===== config.mk =====
export PLATFORM = sky130hd
export DESIGN_NAME = elevator
export DESIGN_NICKNAME = d
export VERILOG_FILES = /design/src/rtl/elevator.sv
export SDC_FILE = /design/constraint.sdc
export NUM_CORES = 1
export LEC_CHECK = 0
export CORE_MARGIN = 5
export CORE_UTILIZATION = 35
export CTS_CLUSTER_DIAMETER = 100
export CTS_CLUSTER_SIZE = 14
export DETAILED_ROUTE_END_ITERATION = 16
export PLACE_DENSITY = 0.61
export SLEW_MARGIN = 20
export SYNTH_ARGS = -nofsm -noshare
export SYNTH_HDL_FRONTEND = slang
export SYNTH_SLANG_ARGS = --single-unit

===== constraint.sdc =====
create_clock -name clk -period 2.1 [get_ports clk]
set_clock_uncertainty 0.1 [all_clocks]
set_input_delay 0.42 -clock clk [delete_from_list [all_inputs] [get_ports clk]]
set_output_delay 0.42 -clock clk [all_outputs]
set_load 0.01 [all_outputs]

===== src/rtl/elevator.sv =====
// Single-car elevator controller for floors 0-7 with a 7-segment floor display
// and an RGB status LED. There is no request queue and emergencies take priority.
module elevator #(
   parameter int unsigned COUNT_20S = 2000000000,
   parameter int unsigned COUNT_1S  = 100000000
) (
   input  logic       clk,
   input  logic       reset,
   input  logic       valid_in,
   input  logic       direction,
   input  logic [2:0] req_floor,
   input  logic       emergency,
   output logic [6:0] cathode,
   output logic [7:0] anode,
   output logic       r,
   output logic       g,
   output logic       b
);

   typedef enum logic [2:0] {
      RESET       = 3'd0,
      IDLE        = 3'd1,
      MOVING_UP   = 3'd2,
      MOVING_DOWN = 3'd3,
      DOOR_OPEN   = 3'd4,
      DOOR_CLOSE  = 3'd5,
      EMERGENCY   = 3'd6
   } state_t;

   localparam logic [31:0] LAST_1S  = 32'(COUNT_1S - 1);
   localparam logic [31:0] LAST_20S = 32'(COUNT_20S - 1);

   state_t      current_state;
   logic [2:0]  current_floor;
   logic [2:0]  target;
   logic [31:0] counter;
   logic [2:0]  floor_up;
   logic [2:0]  floor_down;
   logic        direction_unused;

   // Travel direction comes only from comparing target with current_floor.
   assign direction_unused = direction;

   assign floor_up   = current_floor + 3'd1;
   assign floor_down = current_floor - 3'd1;

   always_ff @(posedge clk or negedge reset) begin
      if (!reset) begin
         current_state <= RESET;
         current_floor <= '0;
         target        <= '0;
         counter       <= '0;
      end else if (valid_in && emergency) begin
         current_state <= EMERGENCY;
         counter       <= '0;
      end else begin
         case (current_state)
            RESET: begin
               current_state <= IDLE;
            end

            IDLE: begin
               if (valid_in) begin
                  target  <= req_floor;
                  counter <= '0;
                  if (req_floor > current_floor)
                     current_state <= MOVING_UP;
                  else if (req_floor < current_floor)
                     current_state <= MOVING_DOWN;
                  else
                     current_state <= DOOR_OPEN;
               end
            end

            MOVING_UP: begin
               if (counter == LAST_1S) begin
                  counter <= '0;
                  // The top-floor guard keeps the floor from wrapping even if target is stale.
                  if (current_floor != 3'd7) begin
                     current_floor <= floor_up;
                     if (floor_up == target)
                        current_state <= DOOR_OPEN;
                  end else begin
                     current_state <= DOOR_OPEN;
                  end
               end else begin
                  counter <= counter + 32'd1;
               end
            end

            MOVING_DOWN: begin
               if (counter == LAST_1S) begin
                  counter <= '0;
                  if (current_floor != 3'd0) begin
                     current_floor <= floor_down;
                     if (floor_down == target)
                        current_state <= DOOR_OPEN;
                  end else begin
                     current_state <= DOOR_OPEN;
                  end
               end else begin
                  counter <= counter + 32'd1;
               end
            end

            DOOR_OPEN: begin
               if (counter == LAST_20S) begin
                  counter       <= '0;
                  current_state <= DOOR_CLOSE;
               end else begin
                  counter <= counter + 32'd1;
               end
            end

            DOOR_CLOSE: begin
               if (counter == LAST_1S) begin
                  counter       <= '0;
                  current_state <= IDLE;
               end else begin
                  counter <= counter + 32'd1;
               end
            end

            EMERGENCY: begin
               // The clearing request's floor is discarded.
               if (valid_in) begin
                  counter       <= '0;
                  current_state <= IDLE;
               end
            end

            default: begin
               current_state <= RESET;
               counter       <= '0;
            end
         endcase
      end
   end

   always_comb begin
      anode = ~(8'b0000_0001 << current_floor);
   end

   always_comb begin
      cathode = 7'b1111111;
      case (current_floor)
         3'd0: cathode = 7'b0000001;
         3'd1: cathode = 7'b1001111;
         3'd2: cathode = 7'b0010010;
         3'd3: cathode = 7'b0000110;
         3'd4: cathode = 7'b1001100;
         3'd5: cathode = 7'b0100100;
         3'd6: cathode = 7'b0100000;
         3'd7: cathode = 7'b0001111;
         default: cathode = 7'b1111111;
      endcase
   end

   always_comb begin
      {r, g, b} = 3'b000;
      case (current_state)
         RESET:       {r, g, b} = 3'b000;
         IDLE:        {r, g, b} = 3'b010;
         MOVING_UP:   {r, g, b} = 3'b001;
         MOVING_DOWN: {r, g, b} = 3'b110;
         DOOR_OPEN:   {r, g, b} = 3'b011;
         DOOR_CLOSE:  {r, g, b} = 3'b101;
         EMERGENCY:   {r, g, b} = 3'b100;
         default:     {r, g, b} = 3'b000;
      endcase
   end

endmodule


==> results of run 1 <==
[sequential cells by signal (all words and copies together), names as in the netlist]
name           cells
current_floor      3
current_state      3
target             3
counter           32
[area by class of cell]
type	count	area [um2]	share of cell area, %
clock inverter	2	13.8	0.330
timing repair buffer	106	896	21.5
multi-input combinational	245	1970	47.3
sequential	41	1030	24.7
clock buffer	6	82.6	1.98
tap	102	128	3.06
inverter	12	50.0	1.20
[power breakdown]
group          leakage, nW  total, mW  switching, mW  internal, mW
Combinational         1.16       2.41           1.20          1.22
Clock               0.0512      0.570          0.304         0.267
Sequential           0.553      0.947         0.0683         0.878
Total                 1.77       3.93           1.57          2.36
[worst paths after layout]
kind / startpoint / end
max in group asynchronous: reset / counter[12]
max reg2reg: current_state[1] / counter[7]
min: reset / counter[27]
min in group clk: counter[20] / counter[20]
max: current_state[1] / counter[7]
min reg2reg: counter[20] / counter[20]
[logic make-up (layout without fill, tap and decap cells)]
logic type	count (synthesis)	in the layout	synth area share (%)
compound gates	77	77	17.8
xor+xnor	16	16	5.58
buf+inv	24	126	4.17
flops	41	41	37.2
mux	6	6	2.36
simple gates	135	135	27.9
fa+ha+maj	11	11	4.99
[through the flow]
step           std cells  total power [mW]
2_1_floorplan        310              2.01
3_3_place_gp         495              2.81
3_5_place_dp         495              2.84
4_1_cts              511              3.77
5_1_grt              514              4.20
6_report             514              3.93
[cells in the mapped netlist, types with 2 or more instances]
master	number
sky130_fd_sc_hd__nor3_1	4
sky130_fd_sc_hd__inv_1	11
sky130_fd_sc_hd__a41oi_1	7
sky130_fd_sc_hd__nand3_1	19
sky130_fd_sc_hd__or2_2	3
sky130_fd_sc_hd__buf_2	7
sky130_fd_sc_hd__nor2b_1	2
sky130_fd_sc_hd__and4_1	2
sky130_fd_sc_hd__and2_1	3
sky130_fd_sc_hd__buf_4	2
sky130_fd_sc_hd__dfrtp_1	41
sky130_fd_sc_hd__nor2_2	4
sky130_fd_sc_hd__xor2_1	9
sky130_fd_sc_hd__xnor2_1	6
sky130_fd_sc_hd__a31oi_1	18
sky130_fd_sc_hd__nor2_1	20
sky130_fd_sc_hd__or3_4	2
sky130_fd_sc_hd__a21oi_1	21
sky130_fd_sc_hd__nand4_1	4
sky130_fd_sc_hd__ha_1	11
sky130_fd_sc_hd__mux2i_1	2
sky130_fd_sc_hd__nor4_2	2
sky130_fd_sc_hd__or3_1	2
sky130_fd_sc_hd__nand4b_1	2
sky130_fd_sc_hd__nor4b_1	4
sky130_fd_sc_hd__and3_1	8
sky130_fd_sc_hd__mux2_2	4
sky130_fd_sc_hd__nor3b_1	2
sky130_fd_sc_hd__nor4_4	2
sky130_fd_sc_hd__nand2b_1	5
sky130_fd_sc_hd__o21ai_0	9
sky130_fd_sc_hd__o31ai_2	2
sky130_fd_sc_hd__nand2_1	37
sky130_fd_sc_hd__o21ai_1	8
sky130_fd_sc_hd__a22o_1	3
[timing repair]
item / in CTS / in global routing
endpoints found under the setup margin: 55 / 43
pin swaps: 23 / 19
gates cloned: 2 / 0
buffers inserted: 6 / 4
resized for setup: 53 / 56
[critical path, delay by kind of cell, from the launching register on]
kind | cells | cell delay [ns]
AO/OA/AOI/OAI | 3 | 0.64
AND/OR/NAND/NOR | 2 | 0.29
flip-flops | 1 | 0.42
buffers and inverters | 3 | 0.61
[per-layer routing]
metal | wire [um] | vias up
met2 | 3690 | 69
met5 | 0 | -
met1 | 3620 | 1323
met3 | 390 | 9
met4 | 125 | 0
li1 | - | 1341
==> results.txt, run 1 <==
* M1 GR Usage: 21.7%
* Number of antenna violations at the first check in global routing: 0
* Headroom to the max-slew limit: a little over three fifths
- In the global route stage, overall resource usage came out at 16.3%.
- The global routing stage identified its most utilized layer as met2.
- Placer congestion estimate: 0.799
- From synthesis to final layout, the design area changed by 51.1%.
- Clock root buffer: sky130_fd_sc_hd__clkbuf_8
- Hold-fix buffer count after cts: 0
- Run status: finished with violations
- For this run, global-route usage on met2 was measured as 27.1%.
* Clock slew at reported path FFs: around 0.09 ns
* Area of the die: 9750 um2
- For this block, the initial DRC count from the detailed router was 102.
- The clock tree synthesis step divided the H-tree into 2 levels.
- Cell accounting for the most synthesized area: sky130_fd_sc_hd__dfrtp_1
- Port buffering added 24 buffers.
- The first global-routing pass estimated 13100 um of wire.
* Number of maximum-capacitance constraint violations: 0
- On the final layout, the worst hold slack is just under 0.08 ns.
- In this run the worst path has a maximum fanout of 15.
- Adding up every negative setup slack in the final design gives -0.330 ns.
- HPWL reported at the end of detailed placement: 5250 um
- Die Y-Extent: 98.8 um
* Post-synthesis average cell area: 8.90 um2
* Register-to-register setup slack: -0.05 ns
- Summed over all layers, the routed wires come to a little under 8000 um.
* Critical Path Sink Type: flip-flop
- Power spread over the standard cell area amounts to 943 nW/um2.
- For the pin with the worst max-slew slack, the measured transition is around 0.56 ns.
* Final global-route overflow total: 0
* Warnings, synthesis: 0
* Cell types occupying the most area after synthesis: sky130_fd_sc_hd__dfrtp_1, sky130_fd_sc_hd__nand2_1, sky130_fd_sc_hd__ha_1
- The checks that failed: setup timing.
- Worst path cell trace: buf_4 -> nor3_1 -> buf_4 -> o31ai_4 -> a21oi_4 -> clkbuf_16 -> nand2_1 -> a31oi_1
- Mapped Area: 2760 um2
* Highest-count cells in the layout ignoring fill and taps: sky130_fd_sc_hd__buf_4, sky130_fd_sc_hd__dfrtp_1, sky130_fd_sc_hd__nand2_1
- Setup repair after global routing could not meet its margin everywhere.
- Final core utilization: 54.2%
- Setup violations remaining at the end of the flow were counted as 17.
- After detailed placement, the total cell area comes to 3620 um2.
* Min cycle time layout: 2.15 ns
- Via density per instance: 5.33
- Net count of the finished layout: 430
- After synthesis, the netlist uses 57 different library cells.
- Worst setup margin: -0.0548 ns
- The count of nets left with antenna violations once routing finished came out at 0.
- The clock passes through at most 2 buffers.
* Number of filler cells placed in the layout: 669
- Leakage: 1.77 nW
- Initial Utilization: around 36%
* Max rail drop VDD: 0.439 mV
* Core region area: 7690 um2
* Final max-slew violation count: 0
* Hold Vio Cnt, Final: 0
* Hold crit path type: in -> async
- In the synthesized netlist the dominant register cell turns out to be sky130_fd_sc_hd__dfrtp_1.
- For this run, the register share of the synthesized area comes to 37.2%.
- Number of synthesized flops with an enable pin: 0
- The routed layout has 2742 vias.
* Share of flip-flops with an asynchronous set or reset after synthesis: 100%
- Entering global routing, the biggest net connects 42 pins.
- Measured along the x axis, the die boundary spans 98.8 um.
* CP max-delay cell: sky130_fd_sc_hd__dfrtp_1
- When the netlist entered floorplanning its net count stood at 329.
- Number of standard-cell rows in the floorplan: 32
* IO Count: 26
- The number of cells on the worst reg-to-reg path is 8.
- CP required: 2.22 ns
- After synthesis, the largest area contributor takes up between 30% and 40% of total cell area.
- In the final layout, the share of cells above drive strength 1 is 42.5%.
* Number of antenna repair diodes: 0
* Clock latency at the later pin of the worst-skew pair: 0.31 ns
- In the finished design, the share of the clock period the worst path needs comes to 103%.
- Detail-routed net length per standard cell: 15.2 um
* Grt met3 use: 2.90%
- TritonCTS built the clock tree.
- Inserted Clock Buffers: 5
- The library cell used most frequently in the layout, excluding fill and tap cells, is sky130_fd_sc_hd__buf_4.
- Gate count of the mapped netlist: 310
- Derived from the worst setup path, the maximum achievable clock frequency is 464 MHz.
- CP arrival: 2.28 ns
* Via count of the first global-routing pass: 2746
- Flops & latches, synth: slightly above 40
- The critical path is of the reg -> reg type.
- The first detailed-routing pass ran for 4 iterations.
- STA classifies the critical path startpoint as a flip-flop.
- After routing the design area is 4170 um2.
- Setup Slack @ Placement: -0.416 ns
* Critical path's largest stage delay: 0.42 ns
* Clock tree sinks: 41
* Post-route DRC violation count: 0
- Counting stages on the worst path, the most repeated cell is sky130_fd_sc_hd__buf_4.
No activity file was read; power rests on OpenSTA's default activity.
==> inputs of run 2 (changes only) <==
Settings changed: MAX_ROUTING_LAYER from default to met4.
==> results.txt, run 2 (synthesis results as in run 1) <==
- The fraction of final layout cells sized beyond drive strength 1 was 43.6% (+1.1 points).
* Flip-flop count of the largest register, all copies and words added: 32 (unchanged)
* Drt initial violations: 84 (-18%)
- The cell leakage power is 1.78 nW (+0.46%).
- Power per cell area: 958 nW/um2 (+1.6%)
- The row count came to 32 (unchanged).
- Final cell count without fillers: 515 (+0.19%)
- Final global-route overflow total: 0 (unchanged)
- Placer congestion estimate: 0.811 (+1.4%)
* Core region area: 7690 um2 (unchanged)
- CP arrival: 2.31 ns (+0.03 ns)
- Inserted Clock Buffers: 5 (unchanged)
* H-tree depth reported by CTS: 2 (unchanged)
- The slowest stage of the critical path is the sky130_fd_sc_hd__or4_1 cell.
* Violated checks: setup timing
- Clock tree sinks: 41 (unchanged)
- Critical Setup Path Class: reg -> reg
- Critical path's largest stage delay: 0.53 ns (+0.11 ns)
- Final max-slew violation count: 0 (unchanged)
- The number of inserted diodes came to 0 (unchanged).
- The worst setup path is launched from a flip-flop.
- Dpl cell area: 3620 um2 (unchanged)
- Total Routed Length: 8010 um (+2.3%)
- Via count of the first global-routing pass: 2751 (+0.18%)
- The clock slew seen by the registers of the worst setup and hold paths is 0.09 ns (about the same).
* Net count of the finished layout: 431 (+0.23%)
* Max rail drop VDD: 0.442 mV (+0.66%)
* Detail-routed net length per standard cell: 15.5 um (+2.1%)
- The hold violation count in the final report is 0 (unchanged).
- Number of endpoints failing setup at the final stage: 17 (unchanged)
- The number of optimization iterations in the first detailed-route pass came to 4 (unchanged).
- The top-level port count was 26 (unchanged).
- The wire length of the first global-routing pass came to 13100 um (unchanged).
- The headroom to the max-slew limit was 62.4% (about the same).
* Maximum fanout encountered on the critical timing path: 7 (-8)
* Clock tree from TritonCTS: done
- Transition time of the tightest slew-check pin: 0.564 ns (+0.000933 ns)
- Count of port buffers added during placement: 24 (unchanged)
* Critical Path Sink Type: flip-flop
* Number of maximum-capacitance constraint violations: 0 (unchanged)
- Worst setup margin: -0.0836 ns (-0.0289 ns)
* Run status: finished with violations
- Growth of design area from synthesis to finish: 51.7%
* Register with the most flip-flops: counter
* Remaining antenna violation count after routing: 0 (unchanged)
- Setup repair after global routing missed its margin: true
* Clk buf depth: 2 (unchanged)
- Die width: 98.8 um (unchanged)
- Hold crit path type: in -> async
- The count of vias placed by the detailed router came to 2750 (+0.29%).
- Walking the worst path, the cells encountered are buf_4 -> nor3_1 -> buf_4 -> o31ai_4 -> a21o_4 -> or4_1 -> o21ai_1.
- The final cycle utilization of the critical path came to 104% (+1.4 points).
- The initial cell density of the core is 35.9% (unchanged).
- In the layout the commonest cells are sky130_fd_sc_hd__buf_4, sky130_fd_sc_hd__dfrtp_1, sky130_fd_sc_hd__nand2_1.
* Total placed cells including tap cells: 495 (unchanged)
- Area of the die: 9750 um2 (unchanged)
* Post-route cell area: 4180 um2 (+0.39%)
* Power Total: 4.01 mW (+2.0%)
* CP required: 2.23 ns (about the same)
- The most numerous cell type found on the critical path is sky130_fd_sc_hd__buf_4.
- Clock root buffer: sky130_fd_sc_hd__clkbuf_8
* Via density per instance: 5.34 (about the same)
- The clock latency on the worst-skew pair came to 0.31 ns (about the same).
- The top achievable clock speed was 458 MHz (-1.3%).
* Total global routing track utilization: 16.8% (+0.48 points)
- Min cycle time layout: 2.18 ns (+0.0289 ns)
* HPWL reported at the end of detailed placement: 5250 um (unchanged)
- Post-route DRC violation count: 0 (unchanged)
* Most common cell after layout, fill and taps aside: sky130_fd_sc_hd__buf_4
- Die Y-Extent: 98.8 um (unchanged)
* Maximum number of pins on one net before global-route repair: 42 (unchanged)
* Number of antenna violations at the first check in global routing: 0 (unchanged)
## run 2: area by class of cell
class | instances | area (um2)
Fill cell | 670 | 3500
Multi-Input combinational cell | 245 | 1980
Sequential cell | 41 | 1030
Timing Repair Buffer | 107 | 903
Tap cell | 102 | 128
Clock buffer | 6 | 82.6
Inverter | 12 | 50.0
Clock inverter | 2 | 13.8
## run 2: where the power goes
part           switching (mW)  internal (mW)  leakage (nW)
Combinational            1.24           1.25          1.17
Clock                   0.302          0.267        0.0512
Sequential             0.0681          0.878         0.553
## run 2: final timing paths
path | from | to | slack, ns | cells past startpoint
max | current_state[1] | counter[12] | -0.08 | 7
min | reset | counter[27] | 0.09 | 2
max reg2reg | current_state[1] | counter[12] | -0.08 | 7
min reg2reg | counter[6] | counter[6] | 0.43 | 1
max in group asynchronous | reset | counter[12] | 1.40 | 2
min in group clk | counter[6] | counter[6] | 0.43 | 1
## run 2: worst max-delay path, delay by kind of cell (launching register included)
family                 cells  cell delay [ns]
AOI/OAI and AO/OA          3             0.48
buffers and inverters      2             0.35
DFF                        1             0.42
and+or+nand+nor            2             0.75
## run 2: stage by stage
stage	setup WS (ns)	util (%)	hold WS, ns	TNS (ns)
after floorplan	-0.0301	-	0.0244	-0.0372
after global placement	-0.339	47.1	0.392	-2.80
after detailed placement	-0.416	47.1	0.397	-4.05
after CTS	-0.0733	51.5	0.106	-0.261
after global routing	-0.136	54.4	0.145	-2.46
final	-0.0836	54.4	0.0897	-0.446
## run 2: metal layers
metal / share of wire [%] / GRT usage (%)
met1: 46 / 21.7
met2: 48 / 27.1
met3: 4.1 / 2.90
met4: 1.8 / 4.62
met5: 0 / -
## run 2: repair_timing
| action | 4_1_cts | 5_1_grt |
|---|---|---|
| hold buffers | 0 | 0 |
| setup endpoints to repair | 55 | 43 |
| cloned | 2 | 1 |
| pin swaps | 23 | 21 |
| buffers inserted | 6 | 4 |
| gates resized for setup | 53 | 58 |
==> inputs of run 3 (changes only) <==
Settings changed: MAX_ROUTING_LAYER met4 to default.
==> results of run 3 <==
The final DEF is identical to that of run 1; final timing and power are the same.
